$ cat config.mk
export PLATFORM = sky130hd
export DESIGN_NAME = mole_game_ctrl
export DESIGN_NICKNAME = d
export VERILOG_FILES = /design/src/rtl/mole_game_pkg.sv /design/src/rtl/sec_tick_gen.sv /design/src/rtl/mole_game_ctrl.sv
export SDC_FILE = /design/constraint.sdc
export NUM_CORES = 1
export LEC_CHECK = 0
export CELL_PAD_IN_SITES_DETAIL_PLACEMENT = 1
export CELL_PAD_IN_SITES_GLOBAL_PLACEMENT = 1
export CORE_ASPECT_RATIO = 1.25
export CORE_MARGIN = 1.5
export CORE_UTILIZATION = 40
export CTS_BUF_LIST = sky130_fd_sc_hd__clkbuf_8
export DETAILED_ROUTE_END_ITERATION = 6
export HOLD_SLACK_MARGIN = 0.03
export PLACE_DENSITY_LB_ADDON = 0.25
export SLEW_MARGIN = 20
export SYNTH_ARGS = -nofsm -noshare
export SYNTH_HDL_FRONTEND = slang
export SYNTH_HIERARCHICAL = 1
export SYNTH_SLANG_ARGS = --single-unit
$ cat constraint.sdc
create_clock -name clk_1mhz -period 4.2 [get_ports clk_1mhz]
set_input_delay 1.26 -clock clk_1mhz [delete_from_list [all_inputs] [get_ports clk_1mhz]]
set_output_delay 1.26 -clock clk_1mhz [all_outputs]
set_load 0.01 [all_outputs]
$ cat src/rtl/mole_game_pkg.sv
// Shared definitions for the mole game sequencer and the LCD driver that
// decodes its state code.
package mole_game_pkg;

    // State codes as seen on the state[2:0] output
    localparam logic [2:0] ST_READY       = 3'd0;
    localparam logic [2:0] ST_PLAY        = 3'd1;
    localparam logic [2:0] ST_PAUSE       = 3'd2;
    localparam logic [2:0] ST_GAME_OVER   = 3'd3;
    localparam logic [2:0] ST_STAGE_CLEAR = 3'd4;
    localparam logic [2:0] ST_GAME_CLEAR  = 3'd5;

    // Width of the stage number output
    localparam int STAGE_W = 2;

    typedef enum logic [2:0] {
        S_READY       = ST_READY,
        S_PLAY        = ST_PLAY,
        S_PAUSE       = ST_PAUSE,
        S_GAME_OVER   = ST_GAME_OVER,
        S_STAGE_CLEAR = ST_STAGE_CLEAR,
        S_GAME_CLEAR  = ST_GAME_CLEAR
    } game_state_t;

endpackage

$ cat src/rtl/sec_tick_gen.sv
// One-second tick prescaler. Counts while run is high, freezes while run is
// low, and restarts from zero when clr is high. tick marks the wrap cycle.
module sec_tick_gen #(
    parameter int TICK_DIV = 1_000_000
) (
    input  logic clk_1mhz,
    input  logic rst_n,
    input  logic run,
    input  logic clr,
    output logic tick
);

    localparam int CW = (TICK_DIV > 1) ? $clog2(TICK_DIV) : 1;
    localparam logic [CW-1:0] LAST = CW'(TICK_DIV - 1);

    logic [CW-1:0] cnt;

    // The wrap cycle is visible combinationally so the sequencer acts on the same edge
    assign tick = run && (cnt == LAST);

    // Prescaler: clear has priority, otherwise count 0..TICK_DIV-1 while running
    always_ff @(posedge clk_1mhz or negedge rst_n) begin
        if (!rst_n) begin
            cnt <= '0;
        end else if (clr) begin
            cnt <= '0;
        end else if (run) begin
            cnt <= (cnt == LAST) ? '0 : cnt + CW'(1);
        end
    end

endmodule

$ cat src/rtl/mole_game_ctrl.sv
// Game sequencer for the mole game: tracks stage, lives, score and the
// per-stage countdown, and drives the state code shown by the LCD driver.
module mole_game_ctrl
    import mole_game_pkg::*;
#(
    parameter int TICK_DIV       = 1_000_000,
    parameter int STAGE_TIME_S   = 30,
    parameter int HITS_PER_STAGE = 10,
    parameter int MAX_LIVES      = 3,
    parameter int NUM_STAGES     = 3,
    parameter int CLEAR_HOLD_S   = 2
) (
    input  logic               clk_1mhz,
    input  logic               rst_n,
    input  logic               btn_start,
    input  logic               hit_pulse,
    input  logic               miss_pulse,
    output logic [2:0]         state,
    output logic [STAGE_W-1:0] stage,
    output logic [7:0]         score,
    output logic [1:0]         lives,
    output logic [6:0]         time_left,
    output logic               mole_en,
    output logic               stage_start
);

    localparam logic [6:0]         TIME_INIT  = 7'(STAGE_TIME_S);
    localparam logic [1:0]         LIVES_INIT = 2'(MAX_LIVES);
    localparam logic [3:0]         HITS_GOAL  = 4'(HITS_PER_STAGE);
    localparam logic [1:0]         HOLD_GOAL  = 2'(CLEAR_HOLD_S);
    localparam logic [STAGE_W-1:0] LAST_STG   = STAGE_W'(NUM_STAGES);

    game_state_t cur_state;
    logic [3:0]  hits;
    logic [1:0]  hold;
    logic        tick;
    logic        run;
    logic        go_play;
    logic        hit_done;
    logic        hold_done;
    logic        tick_clr;

    assign state = cur_state;
    assign run   = (cur_state == S_PLAY) || (cur_state == S_STAGE_CLEAR);

    sec_tick_gen #(
        .TICK_DIV (TICK_DIV)
    ) u_tick (
        .clk_1mhz (clk_1mhz),
        .rst_n    (rst_n),
        .run      (run),
        .clr      (tick_clr),
        .tick     (tick)
    );

    // Transition events that restart the one-second prescaler
    always_comb begin
        go_play   = (cur_state == S_READY) && btn_start;
        hit_done  = (cur_state == S_PLAY) && hit_pulse && ((hits + 4'd1) == HITS_GOAL);
        hold_done = (cur_state == S_STAGE_CLEAR) && tick && ((hold + 2'd1) == HOLD_GOAL);
        tick_clr  = go_play || hit_done || hold_done;
    end

    // Game FSM with its stage/lives/score/time/hit/hold counters and registered outputs
    always_ff @(posedge clk_1mhz or negedge rst_n) begin
        if (!rst_n) begin
            cur_state   <= S_READY;
            stage       <= STAGE_W'(1);
            score       <= '0;
            lives       <= LIVES_INIT;
            time_left   <= TIME_INIT;
            hits        <= '0;
            hold        <= '0;
            mole_en     <= 1'b0;
            stage_start <= 1'b0;
        end else begin
            stage_start <= 1'b0;
            case (cur_state)
                S_READY: begin
                    if (btn_start) begin
                        cur_state   <= S_PLAY;
                        stage       <= STAGE_W'(1);
                        score       <= '0;
                        lives       <= LIVES_INIT;
                        time_left   <= TIME_INIT;
                        hits        <= '0;
                        mole_en     <= 1'b1;
                        stage_start <= 1'b1;
                    end
                end
                S_PLAY: begin
                    // Counters always update; only the state transition is prioritised
                    if (hit_pulse) begin
                        score <= (score == 8'hFF) ? score : score + 8'd1;
                        hits  <= hits + 4'd1;
                    end
                    if (miss_pulse && (lives != 2'd0)) begin
                        lives <= lives - 2'd1;
                    end
                    if (tick && (time_left != 7'd0)) begin
                        time_left <= time_left - 7'd1;
                    end
                    if (hit_done) begin
                        cur_state <= (stage == LAST_STG) ? S_GAME_CLEAR : S_STAGE_CLEAR;
                        hold      <= '0;
                        mole_en   <= 1'b0;
                    end else if ((miss_pulse && (lives <= 2'd1)) ||
                                 (tick && (time_left <= 7'd1))) begin
                        cur_state <= S_GAME_OVER;
                        mole_en   <= 1'b0;
                    end else if (btn_start) begin
                        cur_state <= S_PAUSE;
                        mole_en   <= 1'b0;
                    end
                end
                S_PAUSE: begin
                    if (btn_start) begin
                        cur_state <= S_PLAY;
                        mole_en   <= 1'b1;
                    end
                end
                S_STAGE_CLEAR: begin
                    if (hold_done) begin
                        cur_state   <= S_PLAY;
                        stage       <= stage + STAGE_W'(1);
                        hits        <= '0;
                        time_left   <= TIME_INIT;
                        mole_en     <= 1'b1;
                        stage_start <= 1'b1;
                    end else if (tick) begin
                        hold <= hold + 2'd1;
                    end
                end
                S_GAME_OVER, S_GAME_CLEAR: begin
                    if (btn_start) begin
                        cur_state <= S_READY;
                        stage     <= STAGE_W'(1);
                    end
                end
                default: begin
                    cur_state <= S_READY;
                    mole_en   <= 1'b0;
                end
            endcase
        end
    end

endmodule

# After elaboration in Yosys (flattened, before gate mapping)

Index checks and enable logic that the tools add are counted.

Add/subtract/negate cells: 7
Magnitude comparators: 2
Eq/ne operators: 23
Multiplexer cells: 42
Bitwise operators: 1
Reductions and logical operators: 33

Operator list:

| kind                    | count |
|---|---|
| $mux W20                | 3 |
| $mux W8                 | 3 |
| $reduce_and A4 Y1       | 6 |
| $mux W7                 | 3 |
| $pmux W7 S3             | 1 |
| $add A20 B1 Y20 const B | 1 |
| $eq A20 B20 Y1 const B  | 1 |
| $mux W3                 | 6 |
| $ne A2 B2 Y1 const B    | 8 |
| $pmux W8 S2             | 1 |
| $mux W2                 | 7 |
| $mux W4                 | 3 |
| $pmux W2 S2             | 3 |
| $pmux W3 S4             | 1 |
| $pmux W4 S3             | 1 |
| $logic_and A1 B1 Y1     | 10 |
| $reduce_bool A2 Y1      | 5 |
| $add A8 B1 Y8 const B   | 1 |
| $eq A8 B8 Y1 const B    | 1 |
| $mux W1                 | 8 |
| $ne A2 B1 Y1 const B    | 4 |
| $le A7 B1 Y1 const B    | 1 |
| $reduce_bool A7 Y1      | 1 |
| $sub A7 B1 Y7 const B   | 1 |
| 19 further kinds        | 28 |

Bits in registers: 50
Bits of input ports: 5
Output and inout bits: 24
Word-level logic and storage cells: 118

# Longest topological paths before layout

Word-level depth: 8
Depth in mapped cells: 13

# Cells and area by module

The synthesis kept the hierarchy.

Modules (own cells, without submodules):

| module         | instances | cells each | area each (um^2) | seq. area each (um^2) |
|---|---|---|---|---|
| mole_game_ctrl | 1         | 192        | 1,824.2          | 759.5 |
| sec_tick_gen   | 1         | 117        | 1,097.3          | 500.5 |

# Least setup slack after synthesis

Ideal clock, no wire load.

Kind: input to register
Start: in btn_start
End: reg u_tick.cnt[11]
Arrival time: 3,231 ps
Data required time: 4,082 ps
Setup slack: 851 ps
Stages: 11
Buffers on the path: 2
Path through: clkbuf_1 > nor2b_1 > and2_1 > clkbuf_1 > nor2_4 > nand2_1 > o2111ai_1 > nor3_1 > nand3_1 > xor2_1 > nor2_1

Cells in the longest elaborated chain, start to end: 4
Elaborated cells on any way between the ends: 5
Classes of those cells: mux (1); reduce/logical (4)

Ends and longest elaborated chain:

| what                                                  | RTL line             | RTL |
|---|---|---|
| start: declaration                                    | mole_game_ctrl.sv:15 | `input logic btn_start,` |
| $logic_and A1 B1 Y1 (*)                               | mole_game_ctrl.sv:58 | `go_play = (cur_state == S_READY) && btn_start;` |
| $logic_or A1 B1 Y1 (*) (2 in series)                  | mole_game_ctrl.sv:61 | `tick_clr = go_play \|\| hit_done \|\| hold_done;` |
| via tick_clr                                          | mole_game_ctrl.sv:41 | `logic tick_clr;` |
| $mux W20 / $reduce_bool A2 Y1 (equally long branches) | --                   |  |
| end signal: assignment                                | sec_tick_gen.sv:28   | `cnt <= (cnt == LAST) ? '0 : cnt + CW'(1);` |
| end: declaration                                      | sec_tick_gen.sv:16   | `logic [CW-1:0] cnt;` |

Mark *: on every way through the listed nets, which the timed path passes. The rest lies on a longest branch.
A chain may end at the register's enable or synchronous reset.

# Worst setup path in the final report

Start: reg u_tick.cnt[11]
End: reg u_tick.cnt[11]

Cells in the longest elaborated chain, start to end: 6
Elaborated cells on any way between the ends: 10
Classes of those cells: add/sub (1); eq/ne (1); mux (3); reduce/logical (5)

Ends and longest elaborated chain:

| what                                                  | RTL line             | RTL |
|---|---|---|
| $eq A20 B20 Y1 (*)                                    | sec_tick_gen.sv:19   | `assign tick = run && (cnt == LAST);` |
| $logic_and A1 B1 Y1 (*)                               | sec_tick_gen.sv:19   |  |
| via tick                                              | mole_game_ctrl.sv:36 | `logic tick;` |
| $logic_and A1 B1 Y1 (*) (2 in series)                 | mole_game_ctrl.sv:60 | `hold_done = (cur_state == S_STAGE_CLEAR) && tick && ((hold + 2'd1) == HOLD_GOAL);` |
| $logic_or A1 B1 Y1 (*)                                | mole_game_ctrl.sv:61 |  |
| via tick_clr                                          | mole_game_ctrl.sv:41 |  |
| $mux W20 / $reduce_bool A2 Y1 (equally long branches) | --                   |  |

Mark *: on every way through the listed nets, which the timed path passes. The rest lies on a longest branch. The select of a mux whose other input is x is not followed.

==> run metrics <==
worst min path class=register to register; WL/cell=16.0 um; Syn Std Cell Area=between 2000 and 3000 um^2; antenna-violating nets left=0; final period utilization=roughly nine tenths; clock sinks=50; PostCTS Resize Cnt=0; FF+latch count, synth=50; synth top area cells=dfrtp_1 37%, dfstp_2 6.3%, xnor2_1 4.8%; Nets=357; fin worst setup slack=0.414 ns; largest net degree at the start of global routing=36; post-synth top area cell=dfrtp_1; ys flop type=dfrtp_1; aggregate global routing overflow=0; HPWL after DPL=5150 um; count leader, synth=dfrtp_1; die height=about 99 um; library cells used by synthesis=between 60 and 70; routed wire length=roughly 6900 um; Die W=between 70 and 80 um; first-pass GRT wire length=11700 um; CP Launch Type=register; # DRC=0; Syn. warnings=6; Relative slew margins=a little under half; initial drt markers=just under 100; Post-synth EDFFs=0; number of global-route vias before repair=approximately 2400; layout cells sized above 1=9.94%; Worst-Skew Late Latency=~0.30 ns; ys async rst share=between 90% and 100%; via/cell ratio=approximately 5.6; area grow syn2layout=15.7%; core area=about 7000 um^2; LEAKAGE=1.38 nW; register area share after synthesis=43.1%; # fillers=~800; die area=about 7800 um^2; ANT cells=0; synthesized netlist cell count=~310; Place WS=about 0.36 ns; max-cap violations=0; Initial Util=between 40% and 50%; Setup-failing EPs final=0; CTS tree=yes; Critical Path RT=approximately 4.4 ns; WS Path Type=register to register; clock skew=0.00925 ns; Site Rows=34; clock buffer depth=2; total track usage=between 10% and 20%; Mapped Avg Cell Area=9.45 um^2; GP Congestion=0.800; RSZ-0062 raised after global routing=false; IO Pins=29; Worst Setup End Kind=register; CTS Buf Count=5; status=finished clean; Worst Path Arrival=3.96 ns; min cycle time layout=between 3 and 4 ns; synthesized net count=roughly 330; VDD IR max=between 0.00015 and 0.0002 V; htree depth=2; Port-buffer cells=28; setup bufs post-CTS=0; via count=~2400; synth cell count leaders=43 x dfrtp_1, 37 x nor2_1, 25 x nand2_1; Initial DRT Pass Iterations=4; hold violation count in the final report=0; Peak Freq=~260 MHz; setup TNS=0 ns; CTS Hold Buffers Added=0; Clock transition at path regs=0.09 ns; clk root buf=clkbuf_8; Yosys top cell area share=a little under two fifths; slew of the pin with the lowest slew margin=about 0.8 ns; Slew Limit Fails=0; pwr/cell area=473 nW/um^2; initial antenna violation count=0; CP Max Fanout=7
-- layout by cell type, fill, tap and decap left out, types with 11 or more instances in the layout --
cell type         n
clkdlybuf4s50_1  27
dfrtp_1          43
ha_1             11
inv_1            13
nand2_1          25
nand3_1          20
nor2_1           37
xnor2_1          16
xor2_1           11
-- power breakdown --
part	internal, W	switching (W)
Combinational	0.000266	0.000370
Sequential	0.000566	0.000102
Clock	0.000131	0.000162
-- final timing paths --
kind | start | to | slack, ns | cells after the start
min in group asynchronous | rst_n | stage_start$_DFF_PN0_ | 1.04 | 1
hold / removal | hits[3]$_DFFE_PN0P_ | hits[3]$_DFFE_PN0P_ | 0.51 | 1
hold reg to reg | hits[3]$_DFFE_PN0P_ | hits[3]$_DFFE_PN0P_ | 0.51 | 1
setup / recovery | u_tick/cnt[11]$_DFFE_PN0P_ | u_tick/cnt[11]$_DFFE_PN0P_ | 0.41 | 12
max in group asynchronous | rst_n | time_left[1]$_DFFE_PN1P_ | 2.36 | 2
setup reg to reg | u_tick/cnt[11]$_DFFE_PN0P_ | u_tick/cnt[11]$_DFFE_PN0P_ | 0.41 | 12
-- cells by family (layout without fill, tap and decap cells) --
family | after synthesis | in the layout | synth area share (%)
mux | 3 | 3 | 1.11
simple gates | 141 | 141 | 25.3
buf+inv | 22 | 55 | 3.90
fa+ha+maj | 11 | 11 | 4.71
xor+xnor | 27 | 27 | 8.09
flops | 50 | 50 | 43.1
compound gates | 55 | 55 | 13.7
-- sequential cells by signal (all words and copies together) (netlist names) --
signal,cells
score,8
mole_en,1
stage,2
time_left,7
lives,2
stage_start,1
u_tick/cnt,20
hold,2
state,3
hits,4
-- layer usage --
layer,wire length (um),vias to the layer above,track usage [%]
li1,-,1172,-
met3,126,6,3.24
met1,3320,1203,24.7
met4,72,0,5.26
met5,0,-,0
met2,3410,18,32.2
-- worst max-delay path, stage by stage, from the launching register on --
cell and delay (ns):
dfrtp_1 0.45, or4_1 0.54, nor4b_1 0.27, and4_1 0.38, nand2_1 0.14, nor2b_1 0.39
nor2_4 0.11, nand2_1 0.20, o2111ai_1 0.27, nor3_1 0.52, nand3_1 0.17, xor2_1 0.16
nor2_1 0.06
-- area by class of cell --
cell class	instances	area (um^2)	area share, %
Multi-Input combinational cell	237	1550	45.8
Sequential cell	50	1260	37.3
Timing Repair Buffer	34	320	9.47
Tap cell	90	113	3.33
Clock buffer	6	82.6	2.44
Inverter	13	48.8	1.44
Clock inverter	2	8.76	0.259
-- stage by stage --
step	std cells	hold WS, ns	power (W)	util [%]	cell area [um^2]
after detailed placement	424	0.498	0.00132	46.9	3290
final	432	0.512	0.00160	48.2	3380
after global routing	432	0.551	0.00172	48.2	3380
after floorplan	309	0.466	0.00108	-	2920
after CTS	432	0.514	0.00162	48.2	3380
after global placement	424	0.496	0.00130	46.9	3290
(Power assumes the default switching activity.)
